$ cat src/rtl/memwb_lsu.sv
// Memory-access / writeback stage: issues req/gnt/rvalid bus transactions for loads and stores,
// aligns load data and drives the register-file write port for ALU and load results.
module memwb_lsu #(
    parameter int unsigned AW = 32,
    parameter int unsigned DW = 32
) (
    input  logic          clk,
    input  logic          rst_n,
    input  logic          ex_w_reg_enable_i,
    input  logic          mem_w_reg_enable_i,
    input  logic [4:0]    w_reg_addr_i,
    input  logic [DW-1:0] ex_w_reg_data_i,
    input  logic          w_mem_enable_i,
    input  logic [AW-1:0] w_mem_addr_i,
    input  logic [DW-1:0] w_mem_data_i,
    input  logic          r_mem_enable_i,
    input  logic [AW-1:0] r_mem_addr_i,
    input  logic [2:0]    data_type_i,
    output logic          bus_req_o,
    output logic          bus_we_o,
    output logic [AW-1:0] bus_addr_o,
    output logic [3:0]    bus_be_o,
    output logic [DW-1:0] bus_wdata_o,
    input  logic          bus_gnt_i,
    input  logic          bus_rvalid_i,
    input  logic [DW-1:0] bus_rdata_i,
    output logic          hold_req_o,
    output logic          misalign_o,
    output logic          wb_en_o,
    output logic [4:0]    wb_addr_o,
    output logic [DW-1:0] wb_data_o
);

    typedef enum logic [1:0] {StIdle, StReq, StResp} state_e;

    state_e        state_q, state_d;

    logic          we_q;
    logic          wen_q;
    logic [4:0]    rd_q;
    logic [2:0]    type_q;
    logic [1:0]    off_q;

    logic          type_ok, is_store, is_load, mem_op, aligned, go, misalign;
    logic [AW-1:0] req_addr;
    logic [3:0]    be_d;
    logic [DW-1:0] wdata_d;
    logic [DW-1:0] shifted, load_data;

    // Request decode; a store wins when both enables are set.
    always_comb begin
        type_ok  = (data_type_i <= 3'd4);
        is_store = w_mem_enable_i && type_ok;
        is_load  = r_mem_enable_i && !w_mem_enable_i && type_ok;
        mem_op   = is_store || is_load;
        req_addr = is_store ? w_mem_addr_i : r_mem_addr_i;
        case (data_type_i)
            3'd0:        aligned = (req_addr[1:0] == 2'b00);
            3'd1, 3'd2:  aligned = !req_addr[0];
            default:     aligned = 1'b1;
        endcase
        go       = mem_op && aligned;
        misalign = mem_op && !aligned;
    end

    always_comb begin
        case (data_type_i)
            3'd0: begin
                be_d    = 4'b1111;
                wdata_d = w_mem_data_i;
            end
            3'd1, 3'd2: begin
                be_d    = 4'b0011 << req_addr[1:0];
                wdata_d = {2{w_mem_data_i[15:0]}};
            end
            default: begin
                be_d    = 4'b0001 << req_addr[1:0];
                wdata_d = {4{w_mem_data_i[7:0]}};
            end
        endcase
    end

    always_comb begin
        shifted = bus_rdata_i >> {off_q, 3'b000};
        case (type_q)
            3'd1:    load_data = {{16{shifted[15]}}, shifted[15:0]};
            3'd2:    load_data = {16'h0000, shifted[15:0]};
            3'd3:    load_data = {{24{shifted[7]}}, shifted[7:0]};
            3'd4:    load_data = {24'h000000, shifted[7:0]};
            default: load_data = shifted;
        endcase
    end

    always_ff @(posedge clk or negedge rst_n) begin
        if (!rst_n) begin
            state_q <= StIdle;
        end else begin
            state_q <= state_d;
        end
    end

    always_comb begin
        state_d = state_q;
        case (state_q)
            StIdle:  if (go) state_d = StReq;
            StReq:   if (bus_gnt_i) state_d = we_q ? StIdle : StResp;
            StResp:  if (bus_rvalid_i) state_d = StIdle;
            default: state_d = StIdle;
        endcase
    end

    // Hold drops in the cycle the access completes so upstream advances on that edge.
    always_comb begin
        hold_req_o = 1'b0;
        case (state_q)
            StIdle:  hold_req_o = go;
            StReq:   hold_req_o = !(bus_gnt_i && we_q);
            StResp:  hold_req_o = !bus_rvalid_i;
            default: hold_req_o = 1'b0;
        endcase
        hold_req_o = hold_req_o && rst_n;
    end

    always_ff @(posedge clk or negedge rst_n) begin
        if (!rst_n) begin
            we_q        <= 1'b0;
            wen_q       <= 1'b0;
            rd_q        <= '0;
            type_q      <= '0;
            off_q       <= '0;
            bus_req_o   <= 1'b0;
            bus_we_o    <= 1'b0;
            bus_addr_o  <= '0;
            bus_be_o    <= '0;
            bus_wdata_o <= '0;
            misalign_o  <= 1'b0;
            wb_en_o     <= 1'b0;
            wb_addr_o   <= '0;
            wb_data_o   <= '0;
        end else begin
            wb_en_o    <= 1'b0;
            misalign_o <= 1'b0;
            case (state_q)
                StIdle: begin
                    if (go) begin
                        we_q        <= is_store;
                        wen_q       <= mem_w_reg_enable_i;
                        rd_q        <= w_reg_addr_i;
                        type_q      <= data_type_i;
                        off_q       <= req_addr[1:0];
                        bus_req_o   <= 1'b1;
                        bus_we_o    <= is_store;
                        bus_addr_o  <= {req_addr[AW-1:2], 2'b00};
                        bus_be_o    <= be_d;
                        bus_wdata_o <= wdata_d;
                    end else if (misalign) begin
                        misalign_o <= 1'b1;
                    end else if (ex_w_reg_enable_i) begin
                        wb_en_o   <= (w_reg_addr_i != 5'd0);
                        wb_addr_o <= w_reg_addr_i;
                        wb_data_o <= ex_w_reg_data_i;
                    end
                end
                StReq: begin
                    if (bus_gnt_i) bus_req_o <= 1'b0;
                end
                StResp: begin
                    if (bus_rvalid_i && wen_q) begin
                        wb_en_o   <= (rd_q != 5'd0);
                        wb_addr_o <= rd_q;
                        wb_data_o <= load_data;
                    end
                end
                default: ;
            endcase
        end
    end

endmodule

$ cat config.mk
export PLATFORM = sky130hd
export DESIGN_NAME = memwb_lsu
export DESIGN_NICKNAME = d
export VERILOG_FILES = /design/src/rtl/memwb_lsu.sv
export SDC_FILE = /design/constraint.sdc
export NUM_CORES = 1
export LEC_CHECK = 0
export BUFFER_PORTS_ARGS = -buffer_cell sky130_fd_sc_hd__buf_4
export CAP_MARGIN = 20
export CORE_ASPECT_RATIO = 1.1
export CORE_MARGIN = 3
export CORE_UTILIZATION = 45
export CTS_CLUSTER_SIZE = 8
export DETAILED_ROUTE_END_ITERATION = 16
export GPL_ROUTABILITY_DRIVEN = 1
export PLACE_DENSITY = 0.77
export SYNTH_ARGS = -nofsm -noshare
export SYNTH_HDL_FRONTEND = slang
export SYNTH_SLANG_ARGS = --single-unit
$ cat constraint.sdc
create_clock -name clk -period 1.9 [get_ports clk]
set_input_delay 0.19 -clock clk [delete_from_list [all_inputs] [get_ports clk]]
set_output_delay 0.19 -clock clk [all_outputs]
set_load 0.05 [all_outputs]
### After elaboration in Yosys (flattened, before gate mapping)

Cells that the tools add are included.

| word-level totals | value |
|---|---|
| flip-flop bits (word level) | 120 |
| output and inout bits | 110 |
| input bits | 176 |
| word-level logic and storage cells | 91 |

| operators by class | value |
|---|---|
| mux-type cells | 32 |
| reductions and logical operators | 26 |
| magnitude comparators | 1 |
| shifts and indexed selects | 3 |
| equality and inequality tests | 15 |

Operators with widths:

| operator | number |
|---|---|
| two-way mux 32 bit | 5 |
| case mux 32 bit (2 select lines) | 2 |
| case mux 32 bit (4 select lines) | 1 |
| >> shifter 32 x 5 -> 32 bit | 1 |
| two-way mux 5 bit | 4 |
| inequality test 2 bit (second input constant) | 7 |
| case mux 5 bit (2 select lines) | 1 |
| nonzero test 5 bit | 2 |
| equality test 3 x 2 -> 1 bit (second input constant) | 3 |
| two-way mux 1 bit | 9 |
| logical AND 1 bit | 8 |
| two-way mux 2 bit | 4 |
| case mux 4 bit (2 select lines) | 1 |
| equality test 3 x 1 -> 1 bit (second input constant) | 2 |
| case mux 1 bit (2 select lines) | 3 |
| case mux 2 bit (3 select lines) | 1 |
| AND reduction 3 bit | 2 |
| zero test 1 bit | 5 |
| AND reduction 5 bit | 1 |
| zero test 2 bit | 2 |
| nonzero test 2 bit | 2 |
| << shifter 1 x 2 -> 4 bit (first input constant) | 1 |
| << shifter 2 x 2 -> 4 bit (first input constant) | 1 |
| equality test 3 bit (second input constant) | 1 |
| other kinds (8) | 8 |

### Longest topological paths before layout

| logic depth | value |
|---|---|
| depth in word-level cells | 10 |
| mapped depth | 8 |
| gate-level depth less buffers | 5 |

### Worst setup path after synthesis

Ideal clock, no wire load.

| timing path | value |
|---|---|
| path kind | flip-flop to output port |
| start point | reg state_q[1] |
| end point | out hold_req_o |
| setup slack | -0.835 ns |
| cell stages (with the launch flop) | 6 |
| data required time | 1.710 ns |
| arrival time | 2.545 ns |
| path buffers | 1 |
| cells stage by stage | dfrtp_1 > or2_2 > and3b_1 > o211ai_2 > buf_6 > a221oi_1 |

| on the way | value |
|---|---|
| longest elaborated chain between the ends | 3 |
| elaborated cells on any way between the ends | 5 |
| those cells by class | eq/ne: 2; mux: 1; reduce/logical: 2 |

RTL lines:

| item | RTL line | RTL |
|---|---|---|
| start, declared | 36 | `state_e state_q, state_d;` |
| start signal, assigned | 96 | `state_q <= StIdle;` |
| start signal, assigned | 98 | `state_q <= state_d;` |
| equality test 2 bit, or another cell as far along | 115 | `case (state_q)` |
| case mux 1 bit (3 select lines) (*) | 115 |  |
| logical AND 1 bit (*) | 121 | `hold_req_o = hold_req_o && rst_n;` |
| end, declared | 27 | `output logic hold_req_o,` |

Mark *: on every way between the ends. The rest lies on a longest branch, timed or not.

### Worst setup path in the final report

Same ends and word-level chain as after synthesis.

==> flow_summary.ini <==
[status]
outcome = complete, but fails checks
violations = setup timing

[sta]
finalHoldViolations = 0
slew_violations = 0
fin_skew_ns = 0.0109
fin_crit_sh_pct = 107
timing.fmax_mhz = 491
worst_slew_pin_slew_ns = 0.731
period_minus_slack_ns = 2.04
timing.final.ws_setup_ns = -0.137
slew_headroom_pct = 51.3
setup_violations = 1
rsz0062_at_grt = yes
hold_slack_ns = 0.0165

[cells_and_area]
final_util_pct = 70.7
layout_common_cells = 307 x buf_4, 171 x nand2_1, 119 x dfrtp_1
nets = 1164
drive_gt1_share_pct = 36.6
area_growth_pct = 50.7
final_common_cell = buf_4

[placed_design]
finalWeightedCongestion = 0.991
dp_hpwl_um = 15600
dp_slack_ns = 0.117
io_buffers = 283

[clocking]
cts-htree-levels = 4
cts_tree = built
clk_pin_slew_ns = 0.06
root_buffer = clkbuf_16
cts.path.max_buffers = 2
clock_latency_ns = 0.42
cts_sinks = 120
numCtsBuffers = 17

[critical_path]
critPathLaunchType = flop
endpoint_kind = primary output
cp.arrival_ns = 1.85
worstPathMaxFanout = 2
worstSetupPathType = reg2out
required_ns = 1.71

[logic_synthesis]
synth.distinct_cells = 42
ys_seq_elements = 120
yosys_warnings = 0
syn_area_um2 = 6300
synthCells = 698
seq_area_frac_synth_pct = 47.7
syn_area_per_cell_um2 = 9.02

[routing]
vias = 6261
via_per_inst = 5.28
ant_nets = 0
wirelength_um = 20900
first_pass_iters = 5
drcViolationCount = 0
wl_per_cell_um = 17.6
drtIter0Drc = 558

[die]
start_util_pct = 46.9
core_area_um2 = 13400
fp.dieW_um = 119
dieHeight_um = 130
fp-row-count = 44
die_area_um2 = 15500
ios = 286

[grt]
grt_max_degree = 121
grt_use_total_pct = 26.5
grt_pass1_vias = 6146
antenna_found_initial = 0
grt_pass1_wl_um = 31900
grt_overflow = 0

[power_and_ir_drop]
powerDensity_nw_per_um2 = 1880
p_leak_uw = 0.00482
vdd_drop_max_mv = 1.25

[min_path]
hold_class = in2reg

[job]
maxCapViolCount = 0
[registers in the layout, indices dropped and copies added (netlist names), 2 cells and up]
signal and flops:
wb_addr_o 5, wb_data_o 32, bus_addr_o 30, off_q 2, bus_be_o 4, rd_q 5, state_q 2, type_q 3
bus_wdata_o 32
[report_power, final]
group / total, uW / internal, uW / switching, uW
logic: 9970 / 3250 / 6720
registers: 4520 / 3770 / 749
clock network: 3370 / 2200 / 1180
total: 17900 / 9220 / 8650
[cell type report]
type / count / area (um^2)
fill: 1097 / 3940
clock inverter: 11 / 145
inverter: 1 / 3.75
timing repair buffer: 326 / 2580
clock buffer: 21 / 480
multi-input combinational: 522 / 3050
antenna: 1 / 2.50
tap: 184 / 230
sequential: 120 / 3000
[repair_timing]
item                                   4_1_cts  5_1_grt
endpoints found under the hold margin      129        0
setup endpoints to repair                    1       12
resized for setup                            2        3
pin swaps                                    2        0
hold buffers                                10        0
buffers inserted                             3        1
[synth_stat cells]
cell type	number	area (um^2)
nor2_1	28	105
clkbuf_1	18	67.6
buf_4	13	97.6
or2_2	3	18.8
clkbuf_2	1	5.00
o32ai_1	1	8.76
o22ai_1	17	106
mux2_2	1	11.3
buf_1	1	3.75
a22o_1	9	78.8
buf_6	2	22.5
or3_1	2	12.5
and3b_1	2	17.5
a221oi_1	1	8.76
a21oi_1	39	195
conb_1	1	3.75
or4_1	3	22.5
dfrtp_1	120	3000
a31oi_1	9	56.3
o21ai_1	36	180
nor2_2	1	6.26
o21ai_2	1	8.76
mux4_2	2	45.0
buf_2	21	105
and2_1	2	12.5
mux2i_1	71	711
a211oi_4	1	20.0
nor2b_1	11	68.8
nor3b_1	1	7.51
inv_1	1	3.75
a21oi_2	1	8.76
nand3_1	2	10.0
nor3_1	2	10.0
a2bb2oi_1	8	70.1
nand2b_1	2	12.5
o21ai_0	70	350
a211oi_1	14	105
o211a_1	3	30.0
o211ai_2	1	12.5
a21o_1	3	22.5
and3_1	1	6.26
nand2_1	172	646
[stage by stage]
stage	instances	instance area [um^2]	total power (uW)	setup TNS, ns
after global placement	1139	8720	14300	0
after floorplan	699	6320	11200	-0.0582
after global routing	1185	9490	18800	-0.194
after CTS	1184	9480	18000	-0.160
final	1186	9490	17900	-0.137
after detailed placement	1139	8720	14500	0
[logic make-up after synthesis]
kind of cell,count (synthesis),synth area share (%)
buf+inv,57,4.85
mux,74,12.2
simple gates,232,15.2
other cells,1,0.0595
compound gates,214,20.0
flops,120,47.7
[worst max-delay path, cell delays in order, from the launching register on]
cell and delay (ns):
dfrtp_2 0.40, or2_4 0.25, and3b_2 0.27, o211ai_4 0.09, a221oi_4 0.23, buf_6 0.20
[metal layers]
metal	global-route usage, %	wire length [um]	vias up
met4	10.1	509	0
met3	8.37	1760	40
met2	46.2	10600	293
met1	31.0	8070	2900
met5	0	0	-
li1	-	-	3028
[path summary, 6_finish.rpt]
kind                                start               to  slack [ns]  cells past startpoint
setup / recovery               state_q[1]       hold_req_o       -0.14                      5
hold / removal             data_type_i[2]        type_q[2]        0.02                      3
setup reg to reg               state_q[1]  bus_wdata_o[13]        0.10                      8
hold reg to reg            bus_wdata_o[2]   bus_wdata_o[2]        0.48                      2
max in group asynchronous           rst_n       state_q[1]        0.82                      3
min in group asynchronous           rst_n  bus_wdata_o[12]        0.41                      3
Note: power is estimated with default switching activity, not from simulation.
